[src/rtl/pe_acc_requant_pkg.sv]
`default_nettype none
// ============================================================================
// Module      : pe_acc_requant_pkg
// Description : Widths, Q-format constants and types shared by the PE
//               accumulate/requantise stage.
// Revision    : 1.0 - initial release
// ============================================================================
package pe_acc_requant_pkg;

    localparam int A        = 8;
    localparam int B        = 8;
    localparam int O        = A + B + 2;
    localparam int IN_FRAC  = 8;
    localparam int OUT_W    = 8;
    localparam int OUT_FRAC = 4;
    localparam int MAX_PASS = 16;
    localparam int ACC_W    = O + $clog2(MAX_PASS);

    localparam logic [OUT_W-1:0] OUT_MAX = 8'h7F;
    localparam logic [OUT_W-1:0] OUT_MIN = 8'h80;

    typedef logic signed [O-1:0]     pe_sum_t;
    typedef logic signed [OUT_W-1:0] q44_t;
    typedef logic signed [ACC_W-1:0] acc_t;

    function automatic acc_t sext_sum(input pe_sum_t s);
        return {{(ACC_W - O){s[O-1]}}, s};
    endfunction

endpackage
`default_nettype wire

[src/rtl/pe_acc_requant_if.sv]
`default_nettype none
// ============================================================================
// Module      : pe_acc_requant_if
// Description : PE-sum input stream and Q4.4 result stream of the
//               accumulate/requantise stage. Names are from the stage's view.
// Revision    : 1.0 - initial release
// ============================================================================
interface pe_acc_requant_if;
    import pe_acc_requant_pkg::*;

    logic    i_pe_valid;
    logic    o_pe_ready;
    pe_sum_t i_pe_sum;
    logic    i_pe_last;
    logic    o_out_valid;
    logic    i_out_ready;
    q44_t    o_out_data;
    logic    o_out_sat;

    modport master (
        output i_pe_valid, i_pe_sum, i_pe_last, i_out_ready,
        input  o_pe_ready, o_out_valid, o_out_data, o_out_sat
    );

    modport slave (
        input  i_pe_valid, i_pe_sum, i_pe_last, i_out_ready,
        output o_pe_ready, o_out_valid, o_out_data, o_out_sat
    );

endinterface
`default_nettype wire

[src/rtl/fxp_round_sat.sv]
`default_nettype none
// ============================================================================
// Module      : fxp_round_sat
// Description : Combinational round-half-up right shift, optional ReLU and
//               signed saturation to a narrow fixed-point result.
// Revision    : 1.0 - initial release
// ============================================================================
module fxp_round_sat
    import pe_acc_requant_pkg::*;
#(
    parameter int IN_W  = ACC_W,
    parameter int SH    = IN_FRAC - OUT_FRAC,
    parameter int RES_W = OUT_W
) (
    input  wire logic signed [IN_W-1:0]  i_total,
    input  wire logic                    i_relu_en,
    output logic signed      [RES_W-1:0] o_data,
    output logic                         o_sat
);

    // One guard bit so the rounding constant can never wrap the top value.
    localparam int c_W = IN_W + 1;
    localparam logic signed [c_W-1:0] c_HALF = c_W'(2 ** (SH - 1));
    localparam logic signed [c_W-1:0] c_MAX  = c_W'(2 ** (RES_W - 1) - 1);
    localparam logic signed [c_W-1:0] c_MIN  = c_W'(-(2 ** (RES_W - 1)));

    logic signed [c_W-1:0] w_ext;
    logic signed [c_W-1:0] w_rnd;
    logic signed [c_W-1:0] w_shr;
    logic signed [c_W-1:0] w_relu;

    always_comb begin
        w_ext  = {i_total[IN_W-1], i_total};
        w_rnd  = w_ext + c_HALF;
        w_shr  = w_rnd >>> SH;
        // ReLU clamps before saturation, so a clamped value never reports sat.
        w_relu = (i_relu_en && w_shr[c_W-1]) ? '0 : w_shr;
        o_data = w_relu[RES_W-1:0];
        o_sat  = 1'b0;
        if (w_relu > c_MAX) begin
            o_data = c_MAX[RES_W-1:0];
            o_sat  = 1'b1;
        end else if (w_relu < c_MIN) begin
            o_data = c_MIN[RES_W-1:0];
            o_sat  = 1'b1;
        end
    end

endmodule
`default_nettype wire

[src/rtl/pe_acc_requant.sv]
`default_nettype none
// ============================================================================
// Module      : pe_acc_requant
// Description : Accumulates PE dot-product beats per group and emits the
//               rounded, saturated Q4.4 result on a valid/ready output.
// Revision    : 1.0 - initial release
// ============================================================================
module pe_acc_requant
    import pe_acc_requant_pkg::*;
(
    input  wire logic       i_clk,
    input  wire logic       i_reset,
    input  wire logic       i_relu_en,
    output logic            o_acc_ovf,
    pe_acc_requant_if.slave bus
);

    // One spare bit lets the counter pass MAX_PASS-1 without wrapping to idle.
    localparam int                 c_CNT_W    = $clog2(MAX_PASS) + 1;
    localparam logic [c_CNT_W-1:0] c_LAST_CNT = c_CNT_W'(MAX_PASS - 1);
    localparam logic [c_CNT_W-1:0] c_CNT_MAX  = '1;

    acc_t               r_acc;
    logic [c_CNT_W-1:0] r_beat_cnt;
    logic               r_out_valid;
    q44_t               r_out_data;
    logic               r_out_sat;
    logic               r_acc_ovf;

    logic               w_pe_ready;
    logic               w_accept;
    logic               w_drain;
    acc_t               w_total;
    q44_t               w_q;
    logic               w_sat;

    // A blocked output stalls every beat, not just the closing one.
    assign w_pe_ready = !(r_out_valid && !bus.i_out_ready);
    assign w_accept   = bus.i_pe_valid && w_pe_ready;
    assign w_drain    = r_out_valid && bus.i_out_ready;
    assign w_total    = r_acc + sext_sum(bus.i_pe_sum);

    fxp_round_sat #(
        .IN_W  (ACC_W),
        .SH    (IN_FRAC - OUT_FRAC),
        .RES_W (OUT_W)
    ) u_round_sat (
        .i_total   (w_total),
        .i_relu_en (i_relu_en),
        .o_data    (w_q),
        .o_sat     (w_sat)
    );

    always_ff @(posedge i_clk) begin
        if (i_reset) begin
            r_acc       <= '0;
            r_beat_cnt  <= '0;
            r_out_valid <= 1'b0;
            r_out_data  <= '0;
            r_out_sat   <= 1'b0;
            r_acc_ovf   <= 1'b0;
        end else begin
            if (w_drain) begin
                r_out_valid <= 1'b0;
            end
            if (w_accept) begin
                if (bus.i_pe_last) begin
                    // Load overrides a same-cycle drain, keeping valid high.
                    r_out_valid <= 1'b1;
                    r_out_data  <= w_q;
                    r_out_sat   <= w_sat;
                    r_acc       <= '0;
                    r_beat_cnt  <= '0;
                end else begin
                    r_acc <= w_total;
                    if (r_beat_cnt != c_CNT_MAX) begin
                        r_beat_cnt <= r_beat_cnt + c_CNT_W'(1);
                    end
                    if (r_beat_cnt == c_LAST_CNT) begin
                        r_acc_ovf <= 1'b1;
                    end
                end
            end
        end
    end

    assign bus.o_pe_ready  = w_pe_ready;
    assign bus.o_out_valid = r_out_valid;
    assign bus.o_out_data  = r_out_data;
    assign bus.o_out_sat   = r_out_sat;
    assign o_acc_ovf       = r_acc_ovf;

endmodule
`default_nettype wire

[src/flat_wrapper.sv]
// flat-port wrapper written by rule: the top's interface ports become plain ports
module pe_acc_requant_flat import pe_acc_requant_pkg::*;
  (i_clk, i_reset, i_relu_en, o_acc_ovf, bus_i_pe_valid, bus_i_pe_sum, bus_i_pe_last, bus_i_out_ready, bus_o_pe_ready, bus_o_out_valid, bus_o_out_data, bus_o_out_sat);
  pe_acc_requant_if bus_i ();
  input  wire logic i_clk;
  input  wire logic i_reset;
  input  wire logic i_relu_en;
  output logic o_acc_ovf;
  input wire logic [$bits(bus_i.i_pe_valid)-1:0] bus_i_pe_valid;
  input wire logic [$bits(bus_i.i_pe_sum)-1:0] bus_i_pe_sum;
  input wire logic [$bits(bus_i.i_pe_last)-1:0] bus_i_pe_last;
  input wire logic [$bits(bus_i.i_out_ready)-1:0] bus_i_out_ready;
  output wire logic [$bits(bus_i.o_pe_ready)-1:0] bus_o_pe_ready;
  output wire logic [$bits(bus_i.o_out_valid)-1:0] bus_o_out_valid;
  output wire logic [$bits(bus_i.o_out_data)-1:0] bus_o_out_data;
  output wire logic [$bits(bus_i.o_out_sat)-1:0] bus_o_out_sat;
  assign bus_i.i_pe_valid = bus_i_pe_valid;
  assign bus_i.i_pe_sum = bus_i_pe_sum;
  assign bus_i.i_pe_last = bus_i_pe_last;
  assign bus_i.i_out_ready = bus_i_out_ready;
  assign bus_o_pe_ready = bus_i.o_pe_ready;
  assign bus_o_out_valid = bus_i.o_out_valid;
  assign bus_o_out_data = bus_i.o_out_data;
  assign bus_o_out_sat = bus_i.o_out_sat;
  pe_acc_requant u_core (.i_clk(i_clk), .i_reset(i_reset), .i_relu_en(i_relu_en), .o_acc_ovf(o_acc_ovf), .bus(bus_i));
endmodule
[config.mk]
export PLATFORM = sky130hd
export DESIGN_NAME = pe_acc_requant_flat
export DESIGN_NICKNAME = d
export VERILOG_FILES = /design/src/rtl/pe_acc_requant_pkg.sv /design/src/rtl/pe_acc_requant_if.sv /design/src/rtl/fxp_round_sat.sv /design/src/rtl/pe_acc_requant.sv /design/src/flat_wrapper.sv
export SDC_FILE = /design/constraint.sdc
export NUM_CORES = 1
export LEC_CHECK = 0
export BUFFER_PORTS_ARGS = -buffer_cell sky130_fd_sc_hd__buf_4
export CAP_MARGIN = 5
export CORE_MARGIN = 2
export CORE_UTILIZATION = 42
export DETAILED_ROUTE_END_ITERATION = 12
export GPL_TIMING_DRIVEN = 0
export HOLD_SLACK_MARGIN = 0.06
export SLEW_MARGIN = 20
export SYNTH_ARGS = -nofsm -noshare
export SYNTH_HDL_FRONTEND = slang
export SYNTH_SLANG_ARGS = --single-unit
export TNS_END_PERCENT = 20
[constraint.sdc]
create_clock -name i_clk -period 4.8 [get_ports i_clk]
set_input_delay 0.48 -clock i_clk [delete_from_list [all_inputs] [get_ports i_clk]]
set_output_delay 0.48 -clock i_clk [all_outputs]
set_load 0.005 [all_outputs]
==> metrics.txt, run 1 <==
Critical Path RT 4.97 ns; clk sink count 38; antenna cells 0; cts bufs inserted 5; Yosys cell types 84; FFs w/ async S/R, synth 0; Crit path arrival time 4.48 ns; RR Startpoint u_core.r_acc[0]; fillers 861; Final Hold Vio Count 0; Endpoint, Worst Hold u_core.o_acc_ovf; CP Capture Type flip-flop; Clock Skew 0.00860 ns; layout cells sized above 1 0.179; Total GRT Usage 0.215; Final period util 0.899; largest net degree at the start of global routing 14; Pwr Density 257 mW/mm^2; initial core utilization 0.435; Layout area overhead 14.8%; Post-CTS Setup Inserts 0; clk_lat worst skew 0.30 ns; num rows 33; FF+latch count, synth 38; biggest cell delay along the critical path 0.57 ns; syn_nets 504; routed via count 3536; Leakage Power 1.64 nW; Ports 36; Synth Flop Type dfxtp_1; status finished, final reports clean; critical path's slowest cell nor4_1; hold-critical path depth 2; Crit Path Max Fanout 6; Max clock buf depth 2; VDD IR max 0.181 mV; sequential share of the synthesized area 0.212; WL per Instance 16.1 um; first-pass GRT wire length 15.6 mm; Syn Inst Count 454; Avg Inst Size Synth 7.91 sq um; Placed Area 0.00399 sq mm; yosys warns 0; slew of the pin with the lowest slew margin 0.794 ns; ANT nets after route 0; worst reg-to-reg path cell count 16; pre-CTS setup slack 0.296 ns; Critical Path Start Type flip-flop; multi-input logic area 0.00268 sq mm; Core ar. 0.00826 sq mm; commonest non-fill, non-tap cell in the layout nor2_1; worst reg2reg path endpoint u_core.bus.o_out_data[6]; Nets 546; FF/Latch Area 761 sq um; HP Start u_core.o_acc_ovf; height of the chip 96.5 um; Post-CTS Resized 0; DRC viols 0; most frequent cells in the layout 62 x nor2_1, 38 x dfxtp_1, 36 x a21oi_1; gp weighted congestion 0.886; Slew Limit Fails 0; WS Path Type flip-flop to flip-flop; Final Routed Wirelength 9.72 mm; final instance area 0.00412 sq mm; Setup Total Neg Slack 0 ns; Starting DRT DRC Count 178; Die X 96.5 um; CTS root buf clkbuf_8; relative slew slack 0.467; hold crit path type flip-flop to flip-flop; max-cap viol count 0; clk slew on worst S/H paths 0.08 ns; Fmax 0.232 GHz; synthesized area 0.00359 sq mm; final worst slack 0.484 ns; initial antenna violation count 0; worst hold margin 0.494 ns; final setup violation count 0; Worst path most repeated cell ha_1; Overflow after GRT 0; vias in the first global route 3269; Tmin final 4.32 ns; CTS tree yes; CP Cell Sequence ha_1 -> inv_1 -> fa_1 -> and2b_4 -> o21a_1 -> nor2_1 -> xnor2_1 -> ha_1 -> nand4_1 -> nor4_1 -> and2_1 -> o21ai_0 -> a221oi_1 -> nand4b_1 -> a21oi_2 -> o32ai_1; CTS H-tree lvls 2; area of the die 0.00931 sq mm; # hold bufs at CTS 0; IO buf count 35; R2R Setup Slk 0.48 ns; HPWL after DPL 7.75 mm; DR vias/cell 5.87; RSZ-0062 raised after global routing false; Post-synth EDFFs 0; TritonRoute pass-1 iters 4
==> how the worst max path moves through the flow <==
stage | start | to | slack (ns)
2_1_floorplan | bus_i_pe_sum[0] | u_core.bus.o_out_data[1] | 1.08
3_3_place_gp | bus_i_pe_sum[0] | u_core.bus.o_out_data[1] | 0.35
3_5_place_dp | bus_i_pe_sum[0] | u_core.bus.o_out_data[1] | 0.30
4_1_cts | u_core.r_acc[0] | u_core.bus.o_out_data[1] | 0.51
5_1_grt | u_core.r_acc[0] | u_core.bus.o_out_data[1] | 0.16
6_report | u_core.r_acc[0] | u_core.bus.o_out_data[6] | 0.48
==> synth_stat cells, types with 4 or more instances <==
cell type | instances | area [sq um]
o21a_1 | 5 | 37.5
nor3_1 | 9 | 45.0
and2_1 | 8 | 50.1
nand4_1 | 6 | 37.5
a21oi_1 | 36 | 180
a21oi_2 | 4 | 35.0
ha_1 | 25 | 313
a22oi_1 | 16 | 120
xor2_1 | 8 | 70.1
inv_1 | 10 | 37.5
dfxtp_1 | 38 | 761
nand3b_1 | 4 | 30.0
buf_2 | 11 | 55.1
a211o_1 | 4 | 35.0
clkbuf_1 | 10 | 37.5
o32ai_1 | 6 | 52.6
nand3_1 | 10 | 50.1
nor2_1 | 62 | 233
a211oi_1 | 5 | 37.5
nand2b_1 | 4 | 25.0
nand2_1 | 32 | 120
o21ai_0 | 21 | 105
o21ai_1 | 5 | 25.0
xnor2_1 | 12 | 105
o211ai_1 | 7 | 52.6
o21bai_1 | 4 | 30.0
a21o_1 | 8 | 60.1
==> worst max-delay path, delay by kind of cell, from the launching register on <==
family,cells,cell delay [ns]
AO/OA/AOI/OAI,5,1.00
XOR/XNOR,1,0.21
adder cells (fa/ha/maj),3,0.89
buffers and inverters,1,0.08
flip-flops,1,0.34
AND/OR/NAND/NOR,6,1.67
==> report_power, final <==
part | switching [W] | leakage [nW] | total (W) | internal, W
clock network | 0.000125 | 0.0683 | 0.000334 | 0.000208
logic | 0.000227 | 1.26 | 0.000380 | 0.000153
registers | 0.0000129 | 0.310 | 0.000348 | 0.000335
==> registers in the layout, indices dropped and copies added (netlist names) <==
signal	cells
u_core.r_acc	22
u_core.bus.o_out_data	8
u_core.r_beat_cnt	5
u_core.bus.o_out_sat	1
u_core.bus.o_out_valid	1
u_core.o_acc_ovf	1
==> per-stage QoR <==
step | util | total power (W) | cells
global placement | 0.483 | 0.000727 | 594
detailed placement | 0.483 | 0.000731 | 594
floorplan | - | 0.000626 | 454
global route | 0.499 | 0.00112 | 602
finish | 0.499 | 0.00106 | 602
CTS | 0.499 | 0.00106 | 602
==> layer usage <==
metal,wire [um],global-route usage
met1,4600,0.276
met2,4810,0.387
met3,175,0.0240
met4,132,0.0493
met5,0,0
==> final cells by class <==
class                   instances  area share
inverters                      10     0.00910
plain buffers                  23      0.0279
clock buffers                   5      0.0167
multi-input cells             383       0.649
well taps                     105      0.0319
flip-flops and latches         38       0.185
clock inverters                 3      0.0167
repair buffers                 35      0.0637
==> cells by family (layout without fill, tap and decap cells) <==
kind of cell / after synthesis / after routing / synth area share
buf+inv: 33 / 76 / 0.0425
xor+xnor: 22 / 22 / 0.0578
flops: 38 / 38 / 0.212
fa+ha+maj: 26 / 26 / 0.0927
mux: 2 / 2 / 0.00558
compound gates: 159 / 159 / 0.328
simple gates: 174 / 174 / 0.261
Note: power is estimated with default switching activity, not from simulation.
==> run 2, diff against run 1 <==
==> constraint.sdc (replaced) <==
create_clock -name i_clk -period 4.8 [get_ports i_clk]
set_input_delay 1.44 -clock i_clk [delete_from_list [all_inputs] [get_ports i_clk]]
set_output_delay 1.44 -clock i_clk [all_outputs]
set_load 0.005 [all_outputs]
==> run 2 against run 1 <==
Against the previous run:
- clock power about the same
- combinational power rose by 8.2%
- cell count up 0.83%
- first-iteration DRC count shrank 8.4%
==> metrics.txt, run 2 (same netlist as run 1, synthesis figures left out) <==
Tmin final 4.64 ns (+0.326 ns); Comb pwr share 0.375 (+0.017); slew of the pin with the lowest slew margin 0.623 ns (-0.171 ns); ANT nets after route 0 (unchanged); P_sw 0.000384 W (+5.1%); R2R Setup Slk 1.00 ns (+0.52 ns); # hold bufs at CTS 0 (unchanged); CP Capture Type flip-flop; WS Path Type input port to flip-flop; Critical Path RT 4.97 ns (about the same); worst reg-to-reg path cell count 15 (-1); first-pass GRT wire length 15.8 mm (+0.70%); Leakage Power 1.70 nW (+3.3%); Layout Utilization 0.523 (+0.0235); hold crit path type flip-flop to flip-flop; Total GRT Usage 0.216 (+0.00134); Placed Area 0.00399 sq mm (unchanged); commonest non-fill, non-tap cell in the layout nor2_1; IO buf count 35 (unchanged); Ports 36 (unchanged); Critical Path Start Type input port; HPWL after DPL 7.75 mm (unchanged); Largest Register u_core.r_acc; Fmax 0.215 GHz (-7.0%); start point of the critical path bus_i_pe_sum[0]; Nets 551 (+0.92%); final setup violation count 0 (unchanged); relative slew slack 0.580 (+0.113); CTS H-tree lvls 2 (unchanged); crit path to u_core.bus.o_out_data[6]; cts bufs inserted 5 (unchanged); final instance area 0.00432 sq mm (+4.7%); Pwr Density 254 mW/mm^2 (-1.5%); vias in the first global route 3313 (+1.3%); initial antenna violation count 0 (unchanged); DR vias/cell 5.91 (+0.69%); clk_lat worst skew 0.30 ns (about the same); TritonRoute pass-1 iters 5 (+1); num rows 33 (unchanged); Crit path arrival time 4.81 ns (+0.33 ns); Flop pwr share 0.318 (-0.010); Final Routed Wirelength 9.89 mm (+1.8%); Overflow after GRT 0 (unchanged); Max clock buf depth 2 (unchanged); RSZ-0062 raised after global routing false; antenna cells 0 (unchanged); clk sink count 38 (unchanged); Crit Path Max Fanout 10 (+4); DRC viols 0 (unchanged); CTS tree yes; Slew Limit Fails 0 (unchanged); CTS root buf clkbuf_8; initial core utilization 0.435 (unchanged); Int Pwr 0.000711 W (+2.1%); gp weighted congestion 0.886 (unchanged); VDD IR max 0.181 mV (+0.42%); largest net degree at the start of global routing 14 (unchanged); RR Startpoint u_core.r_acc[0]; Die X 96.5 um (unchanged); WL per Instance 16.3 um (+0.92%); Clock power frac 0.307 (-0.007); height of the chip 96.5 um (unchanged); Setup Total Neg Slack 0 ns (unchanged); routed via count 3590 (+1.5%); Layout area overhead 20.2%; area of the die 0.00931 sq mm (unchanged); Clock Skew 0.0104 ns (+0.00182 ns); Final period util 0.967 (+0.0680); status finished, final reports clean; max reg flops 22 (unchanged); Core ar. 0.00826 sq mm (unchanged); layout cells sized above 1 0.219 (+0.0400); Starting DRT DRC Count 163 (-8.4%); max-cap viol count 0 (unchanged); clk slew on worst S/H paths 0.08 ns (about the same); Sw Share 0.351 (+0.00642); worst reg2reg path endpoint u_core.bus.o_out_data[6]; Final Hold Vio Count 0 (unchanged); most frequent cells in the layout 61 x nor2_1, 40 x buf_4, 38 x dfxtp_1
-- run 2: cell count changes in the layout (fill, tap and decap cells not counted), sizes merged --
cell / change
clkbuf: +1
buf: +4
-- run 2: worst max-delay path, cell delays in order --
cell	delay, ns
buf_4	0.09
ha_4	0.16
inv_1	0.06
fa_2	0.34
and2b_4	0.30
nand3_1	0.09
a311oi_2	0.33
o211ai_1	0.23
or2_1	0.28
clkbuf_4	0.20
nor2_4	0.15
o2111ai_1	0.15
a221oi_2	0.34
nand4b_1	0.24
a21oi_4	0.29
o32ai_1	0.12
-- run 2: final cells by class --
class	instances	area, sq um
clock buffer	5	68.8
timing repair buffer	40	300
tap	105	131
multi-input combinational	383	2830
fill	852	3940
inverter	10	37.5
clock inverter	3	68.8
sequential	38	761
buffer	23	118
-- run 2: power groups by stage --
stage | sequential [W] | combinational (W) | clock [W]
floorplan | 0.000352 | 0.000275 | 0
global placement | 0.000355 | 0.000372 | 0
detailed placement | 0.000355 | 0.000376 | 0
CTS | 0.000348 | 0.000388 | 0.000338
global route | 0.000350 | 0.000454 | 0.000353
finish | 0.000348 | 0.000411 | 0.000336
-- run 2: stage by stage --
| stage | power [W] | instances | setup slack [ns] | hold WS [ns] |
|---|---|---|---|---|
| 2_1_floorplan | 0.000626 | 454 | 0.120 | 0.457 |
| 3_3_place_gp | 0.000727 | 594 | -0.612 | 0.469 |
| 3_5_place_dp | 0.000731 | 594 | -0.664 | 0.483 |
| 4_1_cts | 0.00107 | 603 | 0.00135 | 0.506 |
| 5_1_grt | 0.00116 | 607 | 0.00670 | 0.550 |
| 6_report | 0.00109 | 607 | 0.158 | 0.497 |
-- run 2: worst min-delay path by stage --
stage | slack, ns | endpoint | cells after the start | start
global placement | 0.47 | u_core.r_acc[0] | 2 | u_core.r_acc[0]
floorplan | 0.46 | u_core.r_acc[0] | 2 | u_core.r_acc[0]
global route | 0.55 | u_core.r_acc[14] | 2 | u_core.r_acc[14]
detailed placement | 0.48 | u_core.o_acc_ovf | 2 | u_core.o_acc_ovf
finish | 0.50 | u_core.o_acc_ovf | 2 | u_core.o_acc_ovf
CTS | 0.51 | u_core.o_acc_ovf | 2 | u_core.o_acc_ovf
-- run 2: layer usage --
metal / track usage / part of all wire / up-vias / wire length [um]
met5: 0 / 0 / - / 0
met4: 0.0493 / 0.013 / 0 / 129
met3: 0.0248 / 0.025 / 10 / 249
met2: 0.388 / 0.50 / 53 / 4940
met1: 0.278 / 0.46 / 1731 / 4560
li1: - / - / 1796 / -
-- run 2: what timing repair did --
item	4_1_cts	5_1_grt
setup endpoints to repair	8	8
buffers inserted	1	4
resized for setup	10	18
cloned	0	0
pin swaps	1	13
